===== src/rtl/sr_iterative_pkg.sv =====
`default_nettype none
// ============================================================================
// Module      : sr_iterative_pkg
// Description : Shared FSM encodings, stage count and ALU shift opcodes for
//               the iterative right shifter.
// Revision    : 1.0 - initial release
// ============================================================================
package sr_iterative_pkg;

    typedef enum logic [1:0] {
        ST_IDLE  = 2'd0,
        ST_SHIFT = 2'd1,
        ST_DONE  = 2'd2
    } state_t;

    localparam int NSTAGES = 5;

    localparam logic [3:0] ALU_SLL = 4'd1;
    localparam logic [3:0] ALU_SRL = 4'd5;
    localparam logic [3:0] ALU_SRA = 4'd13;

    // Stage k shifts by 2^(4-k): 16, 8, 4, 2, 1.
    function automatic logic [4:0] stage_amount(input logic [2:0] sel);
        return 5'd16 >> sel;
    endfunction

endpackage : sr_iterative_pkg
`default_nettype wire


===== src/rtl/sr_iterative_if.sv =====
`default_nettype none
// ============================================================================
// Module      : sr_iterative_if
// Description : Start/ready request and result bundle of the right shifter.
// Revision    : 1.0 - initial release
// ============================================================================
interface sr_iterative_if #(
    parameter int WIDTH   = 32,
    parameter int SHAMT_W = 5
);
    logic               start;
    logic               arith;
    logic [WIDTH-1:0]   data_in;
    logic [SHAMT_W-1:0] shamt;
    logic [WIDTH-1:0]   result;
    logic               result_rdy;
    logic               busy;

    modport master (
        output start, arith, data_in, shamt,
        input  result, result_rdy, busy
    );

    modport slave (
        input  start, arith, data_in, shamt,
        output result, result_rdy, busy
    );
endinterface : sr_iterative_if
`default_nettype wire


===== src/rtl/sr_iterative_stage.sv =====
`default_nettype none
// ============================================================================
// Module      : sr_stage
// Description : One binary-weighted right-shift stage with explicit fill bit.
// Revision    : 1.0 - initial release
// ============================================================================
module sr_stage
    import sr_iterative_pkg::*;
#(
    parameter int WIDTH = 32
) (
    input  wire logic [WIDTH-1:0] value,
    input  wire logic [2:0]       sel,
    input  wire logic             en,
    input  wire logic             fill,
    output logic      [WIDTH-1:0] shifted
);
    logic [4:0]       w_amt;
    logic [WIDTH-1:0] w_sh;

    assign w_amt = stage_amount(sel);
    // Inverting around a logical shift pulls in ones instead of zeros.
    assign w_sh    = fill ? ~((~value) >> w_amt) : (value >> w_amt);
    assign shifted = en ? w_sh : value;
endmodule : sr_stage
`default_nettype wire


===== src/rtl/sr_iterative.sv =====
`default_nettype none
// ============================================================================
// Module      : sr_iterative
// Description : Multicycle SRL/SRA, one binary-weighted stage per clock.
// Revision    : 1.0 - initial release
// ============================================================================
module sr_iterative
    import sr_iterative_pkg::*;
#(
    parameter int WIDTH   = 32,
    parameter int SHAMT_W = 5
) (
    input  wire logic  clock,
    input  wire logic  reset,
    sr_iterative_if.slave bus
);
    state_t             r_state;
    logic [2:0]         r_stage;
    logic [SHAMT_W-1:0] r_shamt;
    logic               r_arith;
    logic               r_sign;
    logic [WIDTH-1:0]   r_result;
    logic               r_result_rdy;
    logic               r_busy;

    logic               w_fill;
    logic               w_stage_en;
    logic [WIDTH-1:0]   w_stage_out;

    // Fill comes from the operand sign captured at start, never a partial result.
    assign w_fill = r_arith & r_sign;

    always_comb begin
        w_stage_en = 1'b0;
        case (r_stage)
            3'd0:    w_stage_en = r_shamt[4];
            3'd1:    w_stage_en = r_shamt[3];
            3'd2:    w_stage_en = r_shamt[2];
            3'd3:    w_stage_en = r_shamt[1];
            3'd4:    w_stage_en = r_shamt[0];
            default: w_stage_en = 1'b0;
        endcase
    end

    sr_stage #(
        .WIDTH (WIDTH)
    ) u_stage (
        .value   (r_result),
        .sel     (r_stage),
        .en      (w_stage_en),
        .fill    (w_fill),
        .shifted (w_stage_out)
    );

    always_ff @(posedge clock) begin
        if (reset) begin
            r_state      <= ST_IDLE;
            r_stage      <= 3'd0;
            r_shamt      <= '0;
            r_arith      <= 1'b0;
            r_sign       <= 1'b0;
            r_result     <= '0;
            r_result_rdy <= 1'b0;
            r_busy       <= 1'b0;
        end else begin
            case (r_state)
                ST_IDLE, ST_DONE: begin
                    r_result_rdy <= 1'b0;
                    if (bus.start) begin
                        r_result <= bus.data_in;
                        r_sign   <= bus.data_in[WIDTH-1];
                        r_arith  <= bus.arith;
                        r_shamt  <= bus.shamt;
                        r_stage  <= 3'd0;
                        r_busy   <= 1'b1;
                        r_state  <= ST_SHIFT;
                    end else begin
                        r_busy  <= 1'b0;
                        r_state <= ST_IDLE;
                    end
                end
                ST_SHIFT: begin
                    r_result <= w_stage_out;
                    r_stage  <= r_stage + 3'd1;
                    if (r_stage == 3'(NSTAGES - 1)) begin
                        r_result_rdy <= 1'b1;
                        r_busy       <= 1'b0;
                        r_state      <= ST_DONE;
                    end
                end
                default: begin
                    r_result_rdy <= 1'b0;
                    r_busy       <= 1'b0;
                    r_state      <= ST_IDLE;
                end
            endcase
        end
    end

    assign bus.result     = r_result;
    assign bus.result_rdy = r_result_rdy;
    assign bus.busy       = r_busy;
endmodule : sr_iterative
`default_nettype wire


===== src/flat_wrapper.sv =====
// flat-port wrapper written by rule: the top's interface ports become plain ports
module sr_iterative_flat import sr_iterative_pkg::*;
#(
    parameter int WIDTH   = 32,
    parameter int SHAMT_W = 5
)
  (clock, reset, bus_start, bus_arith, bus_data_in, bus_shamt, bus_result, bus_result_rdy, bus_busy);
  sr_iterative_if #(.WIDTH(WIDTH), .SHAMT_W(SHAMT_W)) bus_i ();
  input  wire logic clock;
  input  wire logic reset;
  input wire logic [$bits(bus_i.start)-1:0] bus_start;
  input wire logic [$bits(bus_i.arith)-1:0] bus_arith;
  input wire logic [$bits(bus_i.data_in)-1:0] bus_data_in;
  input wire logic [$bits(bus_i.shamt)-1:0] bus_shamt;
  output wire logic [$bits(bus_i.result)-1:0] bus_result;
  output wire logic [$bits(bus_i.result_rdy)-1:0] bus_result_rdy;
  output wire logic [$bits(bus_i.busy)-1:0] bus_busy;
  assign bus_i.start = bus_start;
  assign bus_i.arith = bus_arith;
  assign bus_i.data_in = bus_data_in;
  assign bus_i.shamt = bus_shamt;
  assign bus_result = bus_i.result;
  assign bus_result_rdy = bus_i.result_rdy;
  assign bus_busy = bus_i.busy;
  sr_iterative #(.WIDTH(WIDTH), .SHAMT_W(SHAMT_W)) u_core (.clock(clock), .reset(reset), .bus(bus_i));
endmodule

===== config.mk =====
export PLATFORM = sky130hd
export DESIGN_NAME = sr_iterative_flat
export DESIGN_NICKNAME = d
export VERILOG_FILES = /design/src/rtl/sr_iterative_pkg.sv /design/src/rtl/sr_iterative_if.sv /design/src/rtl/sr_iterative_stage.sv /design/src/rtl/sr_iterative.sv /design/src/flat_wrapper.sv
export SDC_FILE = /design/constraint.sdc
export NUM_CORES = 1
export LEC_CHECK = 0
export CAP_MARGIN = 25
export CORE_MARGIN = 2
export CORE_UTILIZATION = 57
export DETAILED_ROUTE_END_ITERATION = 8
export PLACE_DENSITY = 0.85
export SLEW_MARGIN = 20
export SYNTH_ARGS = -nofsm -noshare
export SYNTH_HDL_FRONTEND = slang
export SYNTH_SLANG_ARGS = --single-unit

===== constraint.sdc =====
create_clock -name clock -period 7 [get_ports clock]
set_input_delay 1.05 -clock clock [delete_from_list [all_inputs] [get_ports clock]]
set_output_delay 1.05 -clock clock [all_outputs]
set_load 0.05 [all_outputs]

==> impl_table.tex <==
\begin{tabular}{lr}
\hline
Metric & Value \\
\hline
\multicolumn{2}{l}{\textbf{Status}} \\
\quad Outcome & completed \\
\multicolumn{2}{l}{\textbf{Critical path}} \\
\quad Startpoint type of the worst setup path & register \\
\quad FF-to-FF setup slack & $\sim$3500 ps \\
\quad Largest stage delay on the critical path & 870 ps \\
\quad Sum of buffers and inverters on the critical path & 1 \\
\quad Critical path arrival & 3730 ps \\
\quad Required time of the worst setup path & 7230 ps \\
\quad Nature of the critical path endpoint & register \\
\quad Top fanout value on the critical path & 24 \\
\quad Reg-to-Reg Start & u\_core.r\_stage[0] \\
\quad Worst-path cell with the longest stage delay & sky130\_fd\_sc\_hd\_\_ha\_1 \\
\quad Cell Chain, Critical Path & inv\_1 > ha\_1 > nand2b\_1 > o22ai\_1 > nor3\_1 > nor3\_1 > o311ai\_1 > a311oi\_1 \\
\quad Worst Path Class, Setup & reg -> reg \\
\quad Count of cells along the worst register-to-register path & 8 \\
\quad Family of cells with the greatest summed delay on the critical path & simple AND/OR/NAND/NOR gates \\
\quad Crit-path most repeated cell & sky130\_fd\_sc\_hd\_\_nor3\_1 \\
\multicolumn{2}{l}{\textbf{Yosys}} \\
\quad Post-synth net total & 652 \\
\quad Synthesis warning total & 0 \\
\quad Number of storage elements in the synthesis netlist & 45 \\
\quad Number of cells produced by synthesis & around 600 \\
\quad Proportion of netlist area held by the largest area contributor & 0.202 \\
\quad Portion of the post-synthesis area used by sequential elements & 0.202 \\
\quad Top area cells in the synthesized netlist & sky130\_fd\_sc\_hd\_\_dfxtp\_1, sky130\_fd\_sc\_hd\_\_mux2i\_1, sky130\_fd\_sc\_hd\_\_nand2\_1 \\
\quad Distinct cell type count after synthesis & 71 \\
\quad Top FF cell, synth & sky130\_fd\_sc\_hd\_\_dfxtp\_1 \\
\quad Asr flop ratio synth & 0 \\
\quad Summed instance area of the synthesized netlist & approximately 0.0045 sq mm \\
\quad Mapped Avg Cell Area & between 7 and 8 sq um \\
\quad Post-synthesis cell type with the largest combined area & sky130\_fd\_sc\_hd\_\_dfxtp\_1 \\
\quad Number of flops mapped to enable cells by yosys & 0 \\
\multicolumn{2}{l}{\textbf{Clock tree}} \\
\quad Maximum buffer depth of the clock tree & 2 \\
\quad Hold Buf Count CTS & 0 \\
\quad Post-CTS setup buffer count & 0 \\
\quad Clock Root Buffer & sky130\_fd\_sc\_hd\_\_clkbuf\_8 \\
\quad Sinks on the clock net & 45 \\
\quad CTS resizes & 0 \\
\quad H-tree depth reported by CTS & 2 \\
\quad Clock-pin slew of the registers on the worst-case setup and hold paths & 100 ps \\
\quad CTS tree & done \\
\quad Number of buffers inserted during clock tree synthesis & 5 \\
\quad Worst-skew pair later-pin latency & about 310 ps \\
\multicolumn{2}{l}{\textbf{STA}} \\
\quad Transition at the pin with the smallest max-transition slack & 1070 ps \\
\quad Max-slew violations & 0 \\
\quad Final hold violations & 0 \\
\quad Worst slew slack as a fraction of its limit & 0.284 \\
\quad Min cycle time layout & 3500 ps \\
\quad Final worst slack & 3500 ps \\
\quad Post-route setup TNS & 0 ps \\
\quad RSZ-0062 raised after global routing & false \\
\quad Achievable Freq & 286 MHz \\
\quad Max Clock Skew & 10.4 ps \\
\quad Final setup vio count & 0 \\
\quad Period Utilization, post-route & 0.500 \\
\multicolumn{2}{l}{\textbf{Global routing}} \\
\quad Largest net degree at the start of global routing & 59 \\
\quad Global Route Usage Sum & 0.398 \\
\quad Via count of the first global-routing pass & 4835 \\
\quad Total overflow reported by the global router & 0 \\
\quad First-pass GRT wire length & $\sim$27000 um \\
\quad Initial antenna violation count & 0 \\
\multicolumn{2}{l}{\textbf{Finish}} \\
\quad Fill cell instance count of the final layout & 669 \\
\quad Area added between synthesis and finish & 16.1\% \\
\quad Count of inserted antenna diode cells & 0 \\
\quad Proportion of layout cells with a drive suffix above 1 & 0.102 \\
\quad Final Net Count & between 600 and 700 \\
\multicolumn{2}{l}{\textbf{Power and ir drop}} \\
\quad Power per Cell Area & 170 mW/mm\^{}2 \\
\quad Share of power burned in combinational logic & 0.444 \\
\quad IR Drop Worst-Case VDD & 109 uV \\
\quad Net switching component of the power & 0.000391 W \\
\quad Leakage power figure & 1.79 nW \\
\quad Clk network pwr share & 0.198 \\
\quad P\_int & $\sim$0.00049 W \\
\quad Sequential power share & 0.357 \\
\quad Switch share & 0.446 \\
\multicolumn{2}{l}{\textbf{Hold path}} \\
\quad Worst hold-check path type & reg -> reg \\
\quad Hold Crit Depth & 2 \\
\quad Critical hold path startpoint & u\_core.r\_shamt[3] \\
\quad Endpoint, Worst Hold & u\_core.r\_shamt[3] \\
\multicolumn{2}{l}{\textbf{Drt}} \\
\quad 1st-iter DRT viols & 775 \\
\quad Vias & between 5000 and 6000 \\
\quad Count of TritonRoute iterations in the first routing pass & 9 \\
\quad Routed WL & 17100 um \\
\quad Vias per cell & 7.16 \\
\quad Number of routed nets with antenna violations & 0 \\
\quad Post-DR wirelength/cell & 23.1 um \\
\quad Number of remaining DRC errors & 0 \\
\multicolumn{2}{l}{\textbf{Placed design}} \\
\quad Buffers added on ports & 74 \\
\quad Worst-case setup slack after placement & 3690 ps \\
\quad DPL Wire Length & approximately 12000 um \\
\quad Final weighted congestion of routability-driven global placement & 1.08 \\
\multicolumn{2}{l}{\textbf{Die}} \\
\quad I/O Pins & 75 \\
\quad Area of the die & 0.00856 sq mm \\
\quad Starting density of the core & 0.584 \\
\quad Horizontal die dimension & 92.5 um \\
\quad Height of the die & 92.5 um \\
\quad Area of the core & 0.00765 sq mm \\
\quad Placement Rows & 32 \\
\multicolumn{2}{l}{\textbf{Flow run}} \\
\quad MaxCap Viol Count & 0 \\
\hline
\end{tabular}
-- cells by family after synthesis --
kind of cell	count (synthesis)	synth area share
DFF	45	0.202
AOI/OAI and AO/OA	207	0.320
muxes	58	0.149
and+or+nand+nor	220	0.228
adders and majority gates	6	0.0168
buffers and inverters	69	0.0844
-- stage by stage --
| step | total power [W] | utilization | instances | cell area (sq um) | hold WS [ps] |
|---|---|---|---|---|---|
| final | 0.000879 | 0.678 | 740 | 5180 | 471 |
| after global routing | 0.000913 | 0.678 | 740 | 5180 | 496 |
| after CTS | 0.000865 | 0.676 | 739 | 5170 | 471 |
| after detailed placement | 0.000695 | 0.665 | 732 | 5080 | 457 |
| after global placement | 0.000689 | 0.665 | 732 | 5080 | 446 |
| after floorplan | 0.000569 | - | 605 | 4460 | 436 |
-- flip-flops by register name, summed over array words and instances (netlist names), named ones only --
signal / count
u_core.bus.busy: 1
u_core.r_shamt: 5
u_core.r_arith: 1
u_core.r_sign: 1
u_core.bus.result_rdy: 1
u_core.r_stage: 3
u_core.bus.result: 30
u_core.r_state: 1
-- layer usage --
metal | global-route usage | up-vias | routed length, um
met3 | 0.0740 | 98 | 2120
met5 | 0 | - | 0
met2 | 0.589 | 427 | 7360
li1 | - | 2325 | -
met1 | 0.549 | 2446 | 6680
met4 | 0.206 | 0 | 922
-- worst reg2reg max path, cell delays in order (launching register included) --
cell,delay [ps]
sky130_fd_sc_hd__dfxtp_1,370
sky130_fd_sc_hd__inv_1,100
sky130_fd_sc_hd__ha_1,870
sky130_fd_sc_hd__nand2b_1,780
sky130_fd_sc_hd__o22ai_1,440
sky130_fd_sc_hd__nor3_1,100
sky130_fd_sc_hd__nor3_1,240
sky130_fd_sc_hd__o311ai_1,200
sky130_fd_sc_hd__a311oi_1,320
-- how the worst max path moves through the flow --
stage	startpoint	end	slack, ps	cells after the start
after floorplan	u_core.r_stage[0]	register	4800	10
after global routing	u_core.r_stage[0]	register	3370	9
after detailed placement	u_core.r_stage[0]	register	3690	9
final	u_core.r_stage[0]	register	3500	8
after CTS	u_core.r_stage[0]	register	3680	9
after global placement	bus_start	register	3840	6
-- power by group through the flow --
stage          Clock [W]  Sequential [W]  Combinational, W
3_3_place_gp           0        0.000317          0.000373
5_1_grt         0.000185        0.000316          0.000412
2_1_floorplan          0        0.000370          0.000199
3_5_place_dp           0        0.000318          0.000377
4_1_cts         0.000174        0.000312          0.000379
6_report        0.000174        0.000314          0.000390
-- cells in the final DEF (no fill, tap or decap), drive strengths merged, types with 10 or more instances in the layout --
cell type      synthesis  final
nand2                 81     81
clkdlybuf4s50          0     74
nor2                  54     54
a21oi                 53     53
dfxtp                 45     45
mux2i                 41     41
o21ai                 41     41
nor3                  28     28
a211oi                23     23
nand3                 15     15
a31oi                 14     14
buf                   43     14
mux2                  12     12
o211ai                10     10
-- cell usage after synthesis, types with 5 or more instances --
cell / instances
sky130_fd_sc_hd__a31oi_1: 13
sky130_fd_sc_hd__mux4_2: 5
sky130_fd_sc_hd__o211ai_1: 9
sky130_fd_sc_hd__nand2b_1: 9
sky130_fd_sc_hd__nor2b_1: 7
sky130_fd_sc_hd__inv_1: 6
sky130_fd_sc_hd__buf_2: 28
sky130_fd_sc_hd__mux2i_1: 40
sky130_fd_sc_hd__nor3_1: 27
sky130_fd_sc_hd__nand2_1: 81
sky130_fd_sc_hd__o311ai_1: 5
sky130_fd_sc_hd__nor2_1: 54
sky130_fd_sc_hd__ha_1: 6
sky130_fd_sc_hd__a211oi_1: 22
sky130_fd_sc_hd__o22ai_1: 9
sky130_fd_sc_hd__a22oi_1: 7
sky130_fd_sc_hd__a21oi_1: 52
sky130_fd_sc_hd__a311oi_1: 6
sky130_fd_sc_hd__o21ai_0: 35
sky130_fd_sc_hd__buf_4: 6
sky130_fd_sc_hd__clkbuf_1: 19
sky130_fd_sc_hd__mux2_2: 11
sky130_fd_sc_hd__buf_6: 8
sky130_fd_sc_hd__dfxtp_1: 45
sky130_fd_sc_hd__nand3_1: 15
-- area by class of cell --
type,instances,area [sq um],area share
Inverter,7,26.3,0.00507
Clock inverter,2,16.3,0.00314
Tap cell,102,128,0.0246
Timing Repair Buffer,88,850,0.164
Sequential cell,45,901,0.174
Clock buffer,5,68.8,0.0133
Multi-Input combinational cell,491,3190,0.616
Note: power is estimated with default switching activity, not from simulation.
